File: src/rtl/serial_adder_if.sv
// serial_adder_if: start/done handshake and operand/result bus for serial_adder.
// The master drives the request and operands; the slave returns the result.
// Optional macro SERIAL_ADDER_OVF_EN adds the signed-overflow flag ovf.
interface serial_adder_if #(
   parameter int WIDTH = 4
);
   logic             start;
   logic [WIDTH-1:0] a;
   logic [WIDTH-1:0] b;
   logic             cin;
   logic [WIDTH-1:0] sum;
   logic             carry;
   logic             busy;
   logic             done;
`ifdef SERIAL_ADDER_OVF_EN
   logic             ovf;
`endif

   modport master (
      output start, a, b, cin,
`ifdef SERIAL_ADDER_OVF_EN
      input  ovf,
`endif
      input  sum, carry, busy, done
   );

   modport slave (
      input  start, a, b, cin,
`ifdef SERIAL_ADDER_OVF_EN
      output ovf,
`endif
      output sum, carry, busy, done
   );
endinterface

File: src/rtl/serial_adder.sv
// serial_adder: bit-serial adder, one full-adder evaluation per clock, LSB first.
// A carry flop feeds the carry of each bit back into the next one; the result
// is published to sum/carry only when the last bit has been computed.
// Optional macro SERIAL_ADDER_OVF_EN adds the two's-complement overflow flag.
module serial_adder #(
   parameter int WIDTH = 4
) (
   input  logic         clk,
   input  logic         rst,
   serial_adder_if.slave bus
);
   localparam int CNT_W = (WIDTH > 1) ? $clog2(WIDTH) : 1;
   localparam logic [CNT_W-1:0] LAST_BIT = CNT_W'(WIDTH - 1);

   typedef enum logic [1:0] {IDLE, RUN, DONE} state_t;

   state_t           state_q;
   logic [WIDTH-1:0] a_sh_q;
   logic [WIDTH-1:0] b_sh_q;
   logic [WIDTH-1:0] acc_q;
   logic             cy_q;
   logic [CNT_W-1:0] cnt_q;
   logic [WIDTH-1:0] sum_q;
   logic             carry_q;
   logic             busy_q;
   logic             done_q;

   logic             s_d;
   logic             cy_d;
   logic [WIDTH-1:0] acc_d;

   // The single reused full-adder cell: returns {carry_out, sum_bit}.
   function automatic logic [1:0] full_adder(input logic x, input logic y, input logic c);
      full_adder = {(x & y) | (x & c) | (y & c), x ^ y ^ c};
   endfunction

   // Current-bit sum/carry and the accumulator with the new bit entering at the MSB.
   always_comb begin
      {cy_d, s_d} = full_adder(a_sh_q[0], b_sh_q[0], cy_q);
      acc_d       = (acc_q >> 1) | (WIDTH'(s_d) << (WIDTH - 1));
   end

`ifdef SERIAL_ADDER_OVF_EN
   logic ovf_q;

   // Overflow compares the carry into the MSB stage (cy_q on the last bit) with its carry-out.
   always_ff @(posedge clk) begin
      if (rst) begin
         ovf_q <= 1'b0;
      end else if (state_q == RUN && cnt_q == LAST_BIT) begin
         ovf_q <= cy_q ^ cy_d;
      end
   end

   assign bus.ovf = ovf_q;
`endif

   // Control FSM with registered outputs; datapath registers advance only in RUN.
   always_ff @(posedge clk) begin
      if (rst) begin
         state_q <= IDLE;
         a_sh_q  <= '0;
         b_sh_q  <= '0;
         acc_q   <= '0;
         cy_q    <= 1'b0;
         cnt_q   <= '0;
         sum_q   <= '0;
         carry_q <= 1'b0;
         busy_q  <= 1'b0;
         done_q  <= 1'b0;
      end else begin
         case (state_q)
            IDLE: begin
               done_q <= 1'b0;
               if (bus.start) begin
                  a_sh_q  <= bus.a;
                  b_sh_q  <= bus.b;
                  cy_q    <= bus.cin;
                  cnt_q   <= '0;
                  busy_q  <= 1'b1;
                  state_q <= RUN;
               end
            end
            RUN: begin
               a_sh_q <= a_sh_q >> 1;
               b_sh_q <= b_sh_q >> 1;
               acc_q  <= acc_d;
               cy_q   <= cy_d;
               if (cnt_q == LAST_BIT) begin
                  // Last bit: publish the complete result in one step.
                  sum_q   <= acc_d;
                  carry_q <= cy_d;
                  done_q  <= 1'b1;
                  state_q <= DONE;
               end else begin
                  cnt_q <= cnt_q + CNT_W'(1);
               end
            end
            DONE: begin
               done_q  <= 1'b0;
               busy_q  <= 1'b0;
               state_q <= IDLE;
            end
            default: begin
               state_q <= IDLE;
               busy_q  <= 1'b0;
               done_q  <= 1'b0;
            end
         endcase
      end
   end

   assign bus.sum   = sum_q;
   assign bus.carry = carry_q;
   assign bus.busy  = busy_q;
   assign bus.done  = done_q;
endmodule

File: src/flat_wrapper.sv
// flat-port wrapper written by rule: the top's interface ports become plain ports
module serial_adder_flat 
#(
   parameter int WIDTH = 4
)
  (clk, rst, bus_start, bus_a, bus_b, bus_cin, bus_sum, bus_carry, bus_busy, bus_done);
  serial_adder_if #(.WIDTH(WIDTH)) bus_i ();
  input  logic clk;
  input  logic rst;
  input wire logic [$bits(bus_i.start)-1:0] bus_start;
  input wire logic [$bits(bus_i.a)-1:0] bus_a;
  input wire logic [$bits(bus_i.b)-1:0] bus_b;
  input wire logic [$bits(bus_i.cin)-1:0] bus_cin;
  output wire logic [$bits(bus_i.sum)-1:0] bus_sum;
  output wire logic [$bits(bus_i.carry)-1:0] bus_carry;
  output wire logic [$bits(bus_i.busy)-1:0] bus_busy;
  output wire logic [$bits(bus_i.done)-1:0] bus_done;
  assign bus_i.start = bus_start;
  assign bus_i.a = bus_a;
  assign bus_i.b = bus_b;
  assign bus_i.cin = bus_cin;
  assign bus_sum = bus_i.sum;
  assign bus_carry = bus_i.carry;
  assign bus_busy = bus_i.busy;
  assign bus_done = bus_i.done;
  serial_adder #(.WIDTH(WIDTH)) u_core (.clk(clk), .rst(rst), .bus(bus_i));
endmodule
File: config.mk
export PLATFORM = sky130hd
export DESIGN_NAME = serial_adder_flat
export DESIGN_NICKNAME = d
export VERILOG_FILES = /design/src/rtl/serial_adder_if.sv /design/src/rtl/serial_adder.sv /design/src/flat_wrapper.sv
export SDC_FILE = /design/constraint.sdc
export NUM_CORES = 1
export LEC_CHECK = 0
export CAP_MARGIN = 20
export CELL_PAD_IN_SITES_DETAIL_PLACEMENT = 0
export CELL_PAD_IN_SITES_GLOBAL_PLACEMENT = 1
export CORE_MARGIN = 1.5
export CORE_UTILIZATION = 40
export DETAILED_ROUTE_END_ITERATION = 10
export HOLD_SLACK_MARGIN = 0.03
export PLACE_DENSITY_LB_ADDON = 0.1
export SLEW_MARGIN = 20
export SYNTH_ARGS = -nofsm -noshare
export SYNTH_HDL_FRONTEND = slang
export SYNTH_SLANG_ARGS = --single-unit
File: constraint.sdc
create_clock -name clk -period 3.3 [get_ports clk]
set_clock_uncertainty 0.2 [all_clocks]
set_input_delay 0.495 -clock clk [delete_from_list [all_inputs] [get_ports clk]]
set_output_delay 0.495 -clock clk [all_outputs]
set_load 0.02 [all_outputs]
==> run_results.csv, run 1 <==
group,metric,value,unit
run_status,status,"complete, no violations",
clocking,clkSlewWorstSetupHoldPaths,0.12,ns
sta,layout_min_cycle_time,1.973,ns
critical_path,start_kind,"register",
sta,fmax,0.5068,GHz
clocking,insertion_delay,0.31,ns
hold_path,hp-class,"register to register",
final_layout,final_nets,130,
drt,drc,0,
logic_synthesis,yosysWarnings,0,
grt,grt_use_met2,22.08,%
logic_synthesis,synth_cell_types,27,
drt,dr_total_vias,734,
floorplanning,io_pins,19,
clocking,post_cts_buffers,0,
logic_synthesis,synth_top_area_share,46.88,%
logic_synthesis,yosysSeqAreaShare,46.88,%
power_and_ir_drop,power_density,429.9,nW/um^2
logic_synthesis,syn_area_per_cell,9.725,sq um
clocking,cts_tree,"yes",
sta,hold_viol,0,
floorplanning,coreArea,2255,sq um
logic_synthesis,yosys_register_bits,23,
logic_synthesis,synth_largest_area_cell,"dfxtp_1",
sta,fin_tns_setup,0,ns
critical_path,crit_chain,"clkdlybuf4s50_1",
critical_path,crit_type,"register to output port",
power_and_ir_drop,internal_power,0.3774,mW
job,drv_cap,0,
power_and_ir_drop,power_frac_seq,61.0,%
sta,rsz0062_at_grt,"no",
clocking,cts.path.max_buffers,2,
placed_design,portBuffers,18,
critical_path,crit_family,"buffers and inverters",
clocking,post_cts_resized,0,
grt,track_usage,14.84,%
placed_design,dp_hpwl,1193,um
final_layout,layout_common_cells,"dfxtp_1, nor2_1, clkdlybuf4s50_1",
critical_path,critPathMaxStageDelay,0.61,ns
floorplanning,num_rows,17,
clocking,cts_hold_buf,0,
drt,drt_iter0_drc,25,
final_layout,drive_above_1_share,5.217,%
grt,grt.met3_usage,6.000,%
placed_design,gp_congestion,0.6900,
power_and_ir_drop,swShare,25.19,%
power_and_ir_drop,leakagePower,0.4725,nW
sta,setup_viol,0,
logic_synthesis,synthTopCellsByArea,"dfxtp_1, mux2i_1, nor2_1",
critical_path,critPathRequiredTime,2.60,ns
critical_path,end_kind,"output port",
drt,ant_nets,0,
power_and_ir_drop,p_clk_share,25.7,%
floorplanning,die_w,52.55,um
drt,viasPerCell,5.133,
power_and_ir_drop,peakVddDrop,0.0003249,V
power_and_ir_drop,p_comb_share,13.3,%
final_layout,syn_to_final_growth,19.49,%
clocking,htreeDepth,1,
critical_path,arrival,1.28,ns
logic_synthesis,synth_nets,115,
sta,worst_slew_pin_slew,0.8283,ns
grt,antenna_found_initial,0,
clocking,clkSinkCount,23,
grt,met1_usage,19.89,%
grt,grt.busiest_layer,"met2",
sta,finalCritPeriodShare,59.79,%
floorplanning,die_h,52.55,um
critical_path,crit_path_max_fanout,2,
power_and_ir_drop,finalPower,0.5045,mW
power_and_ir_drop,power_switching,0.1271,mW
sta,slew_viol_final,0,
drt,wl_per_cell,12.10,um
grt,grt_first_pass_wirelength,2953,um
final_layout,final_common_cell,"dfxtp_1",
clocking,cts_root_buf,"clkbuf_4",
drt,firstDrtPassIters,4,
floorplanning,start_util,43.56,%
critical_path,path_buf_inv,1,
floorplanning,dieArea,2762,sq um
logic_synthesis,synthCells,101,
clocking,cts_buffers,3,
final_layout,num_antenna_cells,0,
grt,grt_pass1_vias,656,
critical_path,critical-path-slowest-cell,"clkdlybuf4s50_1",
drt,routed_wl,1731,um
logic_synthesis,netlist_area,982.2,sq um
grt,grt_max_degree,24,
grt,grt_overflow,0,
sta,slew_headroom,44.61,%
==> stage by stage <==
stage / utilization, % / setup WS (ns) / hold slack [ns] / instance area (sq um) / std cells
after detailed placement: 50.89 / 1.264 / 0.2507 / 1147 / 139
after floorplan: - / 1.873 / 0.2494 / 982.2 / 101
after CTS: 52.05 / 1.312 / 0.2730 / 1174 / 143
final: 52.05 / 1.327 / 0.2694 / 1174 / 143
after global placement: 50.89 / 1.295 / 0.2451 / 1147 / 139
after global routing: 52.05 / 1.262 / 0.2859 / 1174 / 143
==> sequential cells by signal, summed over array words and instances (netlist names) <==
register and count:
u_core.a_sh_q 4, u_core.b_sh_q 4, u_core.bus.sum 4, u_core.acc_q 3
u_core.cnt_q 2, u_core.state_q 2, u_core.bus.busy 1, u_core.bus.carry 1
u_core.bus.done 1, u_core.cy_q 1
==> cell families (layout without fill, tap and decap cells) <==
kind of cell               after synthesis  after routing  share of synthesized area (%)
AOI/OAI and AO/OA                       19             19                          13.38
adders and majority gates                2              2                          3.312
buffers and inverters                   11             25                          6.241
DFF                                     23             23                          46.88
muxes                                   13             13                          13.25
and+or+nand+nor                         33             33                          16.94
==> area by class of cell <==
| type | instances | area, sq um |
|---|---|---|
| clock buffers | 4 | 26.28 |
| inverters | 3 | 11.26 |
| fillers | 229 | 1081 |
| multi-input cells | 67 | 460.4 |
| repair buffers | 18 | 180.2 |
| well taps | 28 | 35.03 |
| flip-flops and latches | 23 | 460.4 |
==> worst paths after layout <==
kind,start,endpoint,slack [ns],cells after the start
setup / recovery,u_core.bus.sum[1],bus_sum[1],1.33,1
setup reg to reg,u_core.state_q[0],u_core.cy_q,1.50,3
hold / removal,u_core.bus.busy,u_core.bus.busy,0.27,2
hold reg to reg,u_core.bus.busy,u_core.bus.busy,0.27,2
==> power by group through the flow <==
stage	Clock, mW	Combinational [mW]	Sequential, mW
2_1_floorplan	0	0.0533	0.307
5_1_grt	0.148	0.0762	0.310
3_3_place_gp	0	0.0672	0.314
6_report	0.130	0.0670	0.308
4_1_cts	0.137	0.0677	0.308
3_5_place_dp	0	0.0668	0.314
==> layer usage <==
layer	vias up	part of all wire [%]
li1	381	-
met1	335	49
met2	15	44
met3	3	5.7
met4	0	0.64
met5	-	0
==> synth_stat cells <==
cell type,number
ha_1,1
mux2i_1,13
nor3b_1,1
a31oi_1,2
nand2b_1,1
a32oi_1,1
nor4bb_1,2
nor3_1,2
a211oi_1,8
a21oi_1,3
dfxtp_1,23
nand3_1,1
nor2_1,19
o21bai_1,1
buf_6,1
nand2_1,4
buf_4,3
o22ai_1,2
nand3b_2,1
nand2b_4,1
inv_1,3
o21ba_2,1
clkbuf_1,3
fa_1,1
o21ai_0,1
or3_1,1
buf_2,1
Note: power is estimated with default switching activity, not from simulation.
==> run 2, diff against run 1 <==
Settings changed: CORE_UTILIZATION 40 to 34.
Clock period 3.3 ns to 1.63 ns, I/O delays scaled along.
==> run_results.csv, run 2 (same netlist as run 1, synthesis figures left out) <==
group,metric,value,unit
critical_path,crit_type,"register to register",
sta,rsz0062_at_grt,"no",
final_layout,regArea,461.7,sq um
floorplanning,start_util,35.62,%
final_layout,syn_to_final_growth,25.86,%
floorplanning,die_w,56.75,um
final_layout,final_nets,137,
final_layout,multi_input_area,460.4,sq um
power_and_ir_drop,finalPower,1.035,mW
critical_path,arrival,1.46,ns
floorplanning,num_rows,19,
floorplanning,dieArea,3220,sq um
grt,grt_max_degree,24,
clocking,post_cts_buffers,0,
final_layout,utilization,44.83,%
clocking,cts.path.max_buffers,2,
grt,grt_overflow,0,
floorplanning,coreArea,2758,sq um
placed_design,dp_hpwl,1329,um
drt,ant_nets,0,
grt,track_usage,12.35,%
critical_path,crit_path_max_fanout,6,
drt,drt_iter0_drc,10,
sta,layout_min_cycle_time,1.443,ns
power_and_ir_drop,internal_power,0.7714,mW
placed_design,gp_congestion,0.6877,
power_and_ir_drop,power_frac_seq,59.7,%
power_and_ir_drop,power_switching,0.2632,mW
final_layout,final.fill_count,278,
clocking,clkSlewWorstSetupHoldPaths,0.13,ns
sta,fmax,0.6932,GHz
power_and_ir_drop,power_density,837.0,nW/um^2
sta,worst_slew_pin_slew,0.3151,ns
placed_design,dpl-instance-area,1216,sq um
grt,antenna_found_initial,0,
drt,firstDrtPassIters,2,
hold_path,hp-class,"register to register",
job,drv_cap,0,
sta,setup_viol,0,
final_layout,layoutNonFillerInstCount,153,
power_and_ir_drop,p_comb_share,15.0,%
final_layout,num_antenna_cells,0,
clocking,insertion_delay,0.31,ns
final_layout,design_area,1236,sq um
final_layout,drive_above_1_share,12.30,%
floorplanning,die_h,56.75,um
grt,grt_pass1_vias,725,
clocking,cts_tree,"yes",
clocking,htreeDepth,1,
drt,drc,0,
grt,grt_first_pass_wirelength,3098,um
critical_path,critPathRequiredTime,1.65,ns
drt,routed_wl,1818,um
placed_design,portBuffers,18,
placed_design,placed_cells,149,
drt,dr_total_vias,757,
clocking,clkSinkCount,23,
critical_path,end_kind,"register",
clocking,cts_root_buf,"clkbuf_4",
clocking,cts_buffers,3,
sta,finalCritPeriodShare,88.50,%
run_status,status,"complete, no violations",
sta,slew_headroom,78.97,%
power_and_ir_drop,swShare,25.44,%
drt,viasPerCell,4.948,
sta,hold_viol,0,
final_layout,layout_common_cells,"dfxtp_1, nor2_1, mux2i_1",
sta,slew_viol_final,0,
critical_path,start_kind,"register",
power_and_ir_drop,peakVddDrop,0.0005861,V
floorplanning,io_pins,19,
power_and_ir_drop,leakagePower,0.5478,nW
final_layout,final_common_cell,"dfxtp_1",
drt,wl_per_cell,11.88,um
power_and_ir_drop,p_clk_share,25.3,%
==> run 2: cell count changes in the layout (fill, tap and decap cells not counted) <==
cell             previous run  this run
buf_12                      0         1
dfxtp_1                    23        22
dfxtp_2                     0         1
clkinv_2                    0         1
clkdlybuf4s50_1            18        11
buf_4                       0         6
clkbuf_1                    1         0
dlygate4sd2_1               0         7
==> run 2: path summary, 6_finish.rpt <==
check        cells past startpoint                to       startpoint  slack (ns)
max                              4  u_core.bus.carry  u_core.cnt_q[0]        0.19
min                              2   u_core.bus.busy  u_core.bus.busy        0.28
max reg2reg                      4  u_core.bus.carry  u_core.cnt_q[0]        0.19
min reg2reg                      2   u_core.bus.busy  u_core.bus.busy        0.28
==> run 2: critical path: stages, from the launching register on <==
cell,delay (ns)
dfxtp_1,0.39
ha_1,0.28
nand3b_2,0.22
mux2i_1,0.21
nor2_1,0.05
==> run 2: cell type report <==
class | instances | area share (%)
clock inverter | 1 | 0.4049
clock buffer | 3 | 1.822
sequential | 23 | 37.35
tap | 31 | 3.138
timing repair buffer | 25 | 19.13
multi-input combinational | 67 | 37.25
inverter | 3 | 0.9109
==> run 2: power groups by stage <==
stage | Clock, mW | Sequential, mW | Combinational (mW)
after detailed placement | 0 | 0.630 | 0.159
after global routing | 0.302 | 0.622 | 0.173
after floorplan | 0 | 0.622 | 0.108
after CTS | 0.280 | 0.618 | 0.158
final | 0.262 | 0.618 | 0.155
after global placement | 0 | 0.630 | 0.158
==> run 2: metrics by stage <==
| stage | hold WS (ns) | TNS [ns] | setup slack (ns) |
|---|---|---|---|
| after detailed placement | 0.2622 | -0.07410 | -0.01928 |
| after CTS | 0.2783 | 0 | 0.09290 |
| final | 0.2766 | 0 | 0.1874 |
| after global routing | 0.3111 | 0 | 0.07210 |
| after floorplan | 0.1203 | 0 | 0.2027 |
| after global placement | 0.2604 | 0 | 0.006951 |
==> run 2: routing by layer <==
layer | GRT usage, % | wire length [um] | vias up
li1 | - | - | 398
met1 | 15.04 | 916 | 344
met2 | 19.93 | 814 | 13
met3 | 4.839 | 69 | 2
met4 | 3.987 | 17 | 0
met5 | 0 | 0 | -
==> run 2: timing repair <==
action,in CTS,in global routing
endpoints found under the setup margin,7,2
hold buffers,0,0
resized for setup,7,1
==> run 3, diff against run 2 <==
Settings changed: PLACE_DENSITY from default to 0.83, PLACE_DENSITY_LB_ADDON 0.1 to default.
==> run_results.csv, run 3 (same netlist as run 1, synthesis figures left out) <==
group,metric,value,unit
run_status,status,"complete, no violations",
job,drv_cap,0,
grt,grt_pass1_vias,685,
clocking,clkSinkCount,23,
drt,viasPerCell,4.974,
critical_path,critPathRequiredTime,1.19,ns
clocking,cts_tree,"yes",
power_and_ir_drop,power_frac_seq,59.7,%
critical_path,worstReg2RegEnd,"u_core.bus.sum[2]",
critical_path,arrival,1.01,ns
clocking,cts_hold_buf,0,
power_and_ir_drop,internal_power,0.7680,mW
critical_path,start_kind,"register",
final_layout,num_antenna_cells,0,
grt,antenna_found_initial,0,
power_and_ir_drop,swShare,25.78,%
critical_path,critical-path-slowest-cell,"dfxtp_1",
grt,grt_overflow,0,
drt,firstDrtPassIters,4,
power_and_ir_drop,p_clk_share,25.8,%
floorplanning,io_pins,19,
final_layout,final_nets,135,
grt,grt_first_pass_wirelength,3022,um
final_layout,layout_common_cells,"dfxtp_1, nor2_1, mux2i_1",
drt,wl_per_cell,11.74,um
hold_path,whs_endpoint,"u_core.bus.busy",
clocking,insertion_delay,0.32,ns
clocking,htreeDepth,1,
clocking,clkSlewWorstSetupHoldPaths,0.13,ns
sta,rsz0062_at_grt,"no",
grt,grt_max_degree,24,
power_and_ir_drop,power_density,847.3,nW/um^2
floorplanning,num_rows,19,
critical_path,end_kind,"output port",
hold_path,holdPathStages,2,
floorplanning,die_h,56.75,um
sta,finalCritPeriodShare,89.21,%
critical_path,crit_path_max_fanout,2,
power_and_ir_drop,p_comb_share,14.5,%
floorplanning,die_w,56.75,um
placed_design,dp_hpwl,1276,um
clocking,cts.path.max_buffers,2,
final_layout,final.fill_count,285,
clocking,post_cts_buffers,0,
hold_path,min_from,"u_core.bus.busy",
placed_design,gp_congestion,0.7008,
sta,slew_viol_final,0,
drt,routed_wl,1773,um
clocking,cts_root_buf,"clkbuf_4",
drt,dr_total_vias,751,
power_and_ir_drop,power_switching,0.2667,mW
final_layout,final_common_cell,"dfxtp_1",
critical_path,reg2reg_slack,0.21,ns
placed_design,portBuffers,18,
floorplanning,coreArea,2758,sq um
floorplanning,dieArea,3220,sq um
critical_path,path_buf_inv,1,
critical_path,crit_family,"flip-flops",
sta,setup_viol,0,
final_layout,drive_above_1_share,10.83,%
sta,fmax,0.6877,GHz
hold_path,hp-class,"register to register",
drt,drt_iter0_drc,13,
sta,slew_headroom,83.77,%
critical_path,r2r_cells,4,
critical_path,critPathMaxStageDelay,0.36,ns
power_and_ir_drop,leakagePower,0.5379,nW
sta,worst_slew_pin_slew,0.2402,ns
critical_path,crit_chain,"dlygate4sd2_1",
critical_path,r2r-start,"u_core.cnt_q[0]",
final_layout,utilization,44.28,%
drt,drc,0,
sta,hold_viol,0,
clocking,cts_buffers,3,
drt,ant_nets,0,
grt,track_usage,11.93,%
floorplanning,start_util,35.62,%
power_and_ir_drop,finalPower,1.035,mW
sta,layout_min_cycle_time,1.454,ns
power_and_ir_drop,peakVddDrop,0.0006133,V
final_layout,syn_to_final_growth,24.33,%
critical_path,crit_type,"register to output port",
## run 3: cell types whose count changed in the layout (fill, tap and decap cells not counted)
cell   delta
buf_4     -2
## run 3: final cells by class
type / instances / area [sq um] / share of cell area (%)
flip-flops and latches: 23 / 461.7 / 37.81
multi-input cells: 67 / 460.4 / 37.70
repair buffers: 23 / 221.5 / 18.14
well taps: 31 / 38.79 / 3.176
clock buffers: 3 / 22.52 / 1.844
inverters: 3 / 11.26 / 0.9221
clock inverters: 1 / 5.005 / 0.4098
## run 3: how the worst max path moves through the flow
stage                                 start               end  slack [ns]  cells past startpoint
after detailed placement          bus_start  u_core.a_sh_q[2]       -0.02                      4
after CTS                 u_core.state_q[0]  u_core.a_sh_q[2]        0.06                      3
after floorplan             u_core.cnt_q[0]  u_core.bus.carry        0.20                      5
final                     u_core.bus.sum[2]        bus_sum[2]        0.18                      1
after global placement            bus_start  u_core.b_sh_q[2]      -0.007                      4
after global routing        u_core.cnt_q[0]   u_core.cnt_q[1]        0.08                      4
## run 3: metal layers
metal,vias to the layer above,track usage [%],wire [um],share of wire [%]
li1,390,-,-,-
met1,340,14.94,860,49
met2,19,18.94,799,45
met3,2,5.069,99,5.6
met4,0,2.990,14,0.79
met5,-,0,0,0
## run 3: metrics by stage
stage | hold slack, ns | instances | setup slack, ns | TNS [ns] | cell area [sq um]
after floorplan | 0.1203 | 101 | 0.2027 | 0 | 982.2
after CTS | 0.2705 | 151 | 0.05843 | 0 | 1220
final | 0.2660 | 151 | 0.1758 | 0 | 1221
after global placement | 0.2556 | 147 | -0.007243 | -0.007243 | 1201
after detailed placement | 0.2539 | 147 | -0.01945 | -0.02980 | 1201
after global routing | 0.2920 | 151 | 0.07547 | 0 | 1221
## run 3: what timing repair did
action,in CTS,in global routing
endpoints found under the setup margin,7,5
pin swaps,0,0
resized for setup,7,1
## run 3: power by group through the flow
stage	registers, mW	logic, mW	clock network [mW]
floorplan	0.622	0.108	0
global placement	0.630	0.148	0
detailed placement	0.630	0.153	0
CTS	0.617	0.152	0.282
global route	0.623	0.168	0.306
finish	0.618	0.150	0.267
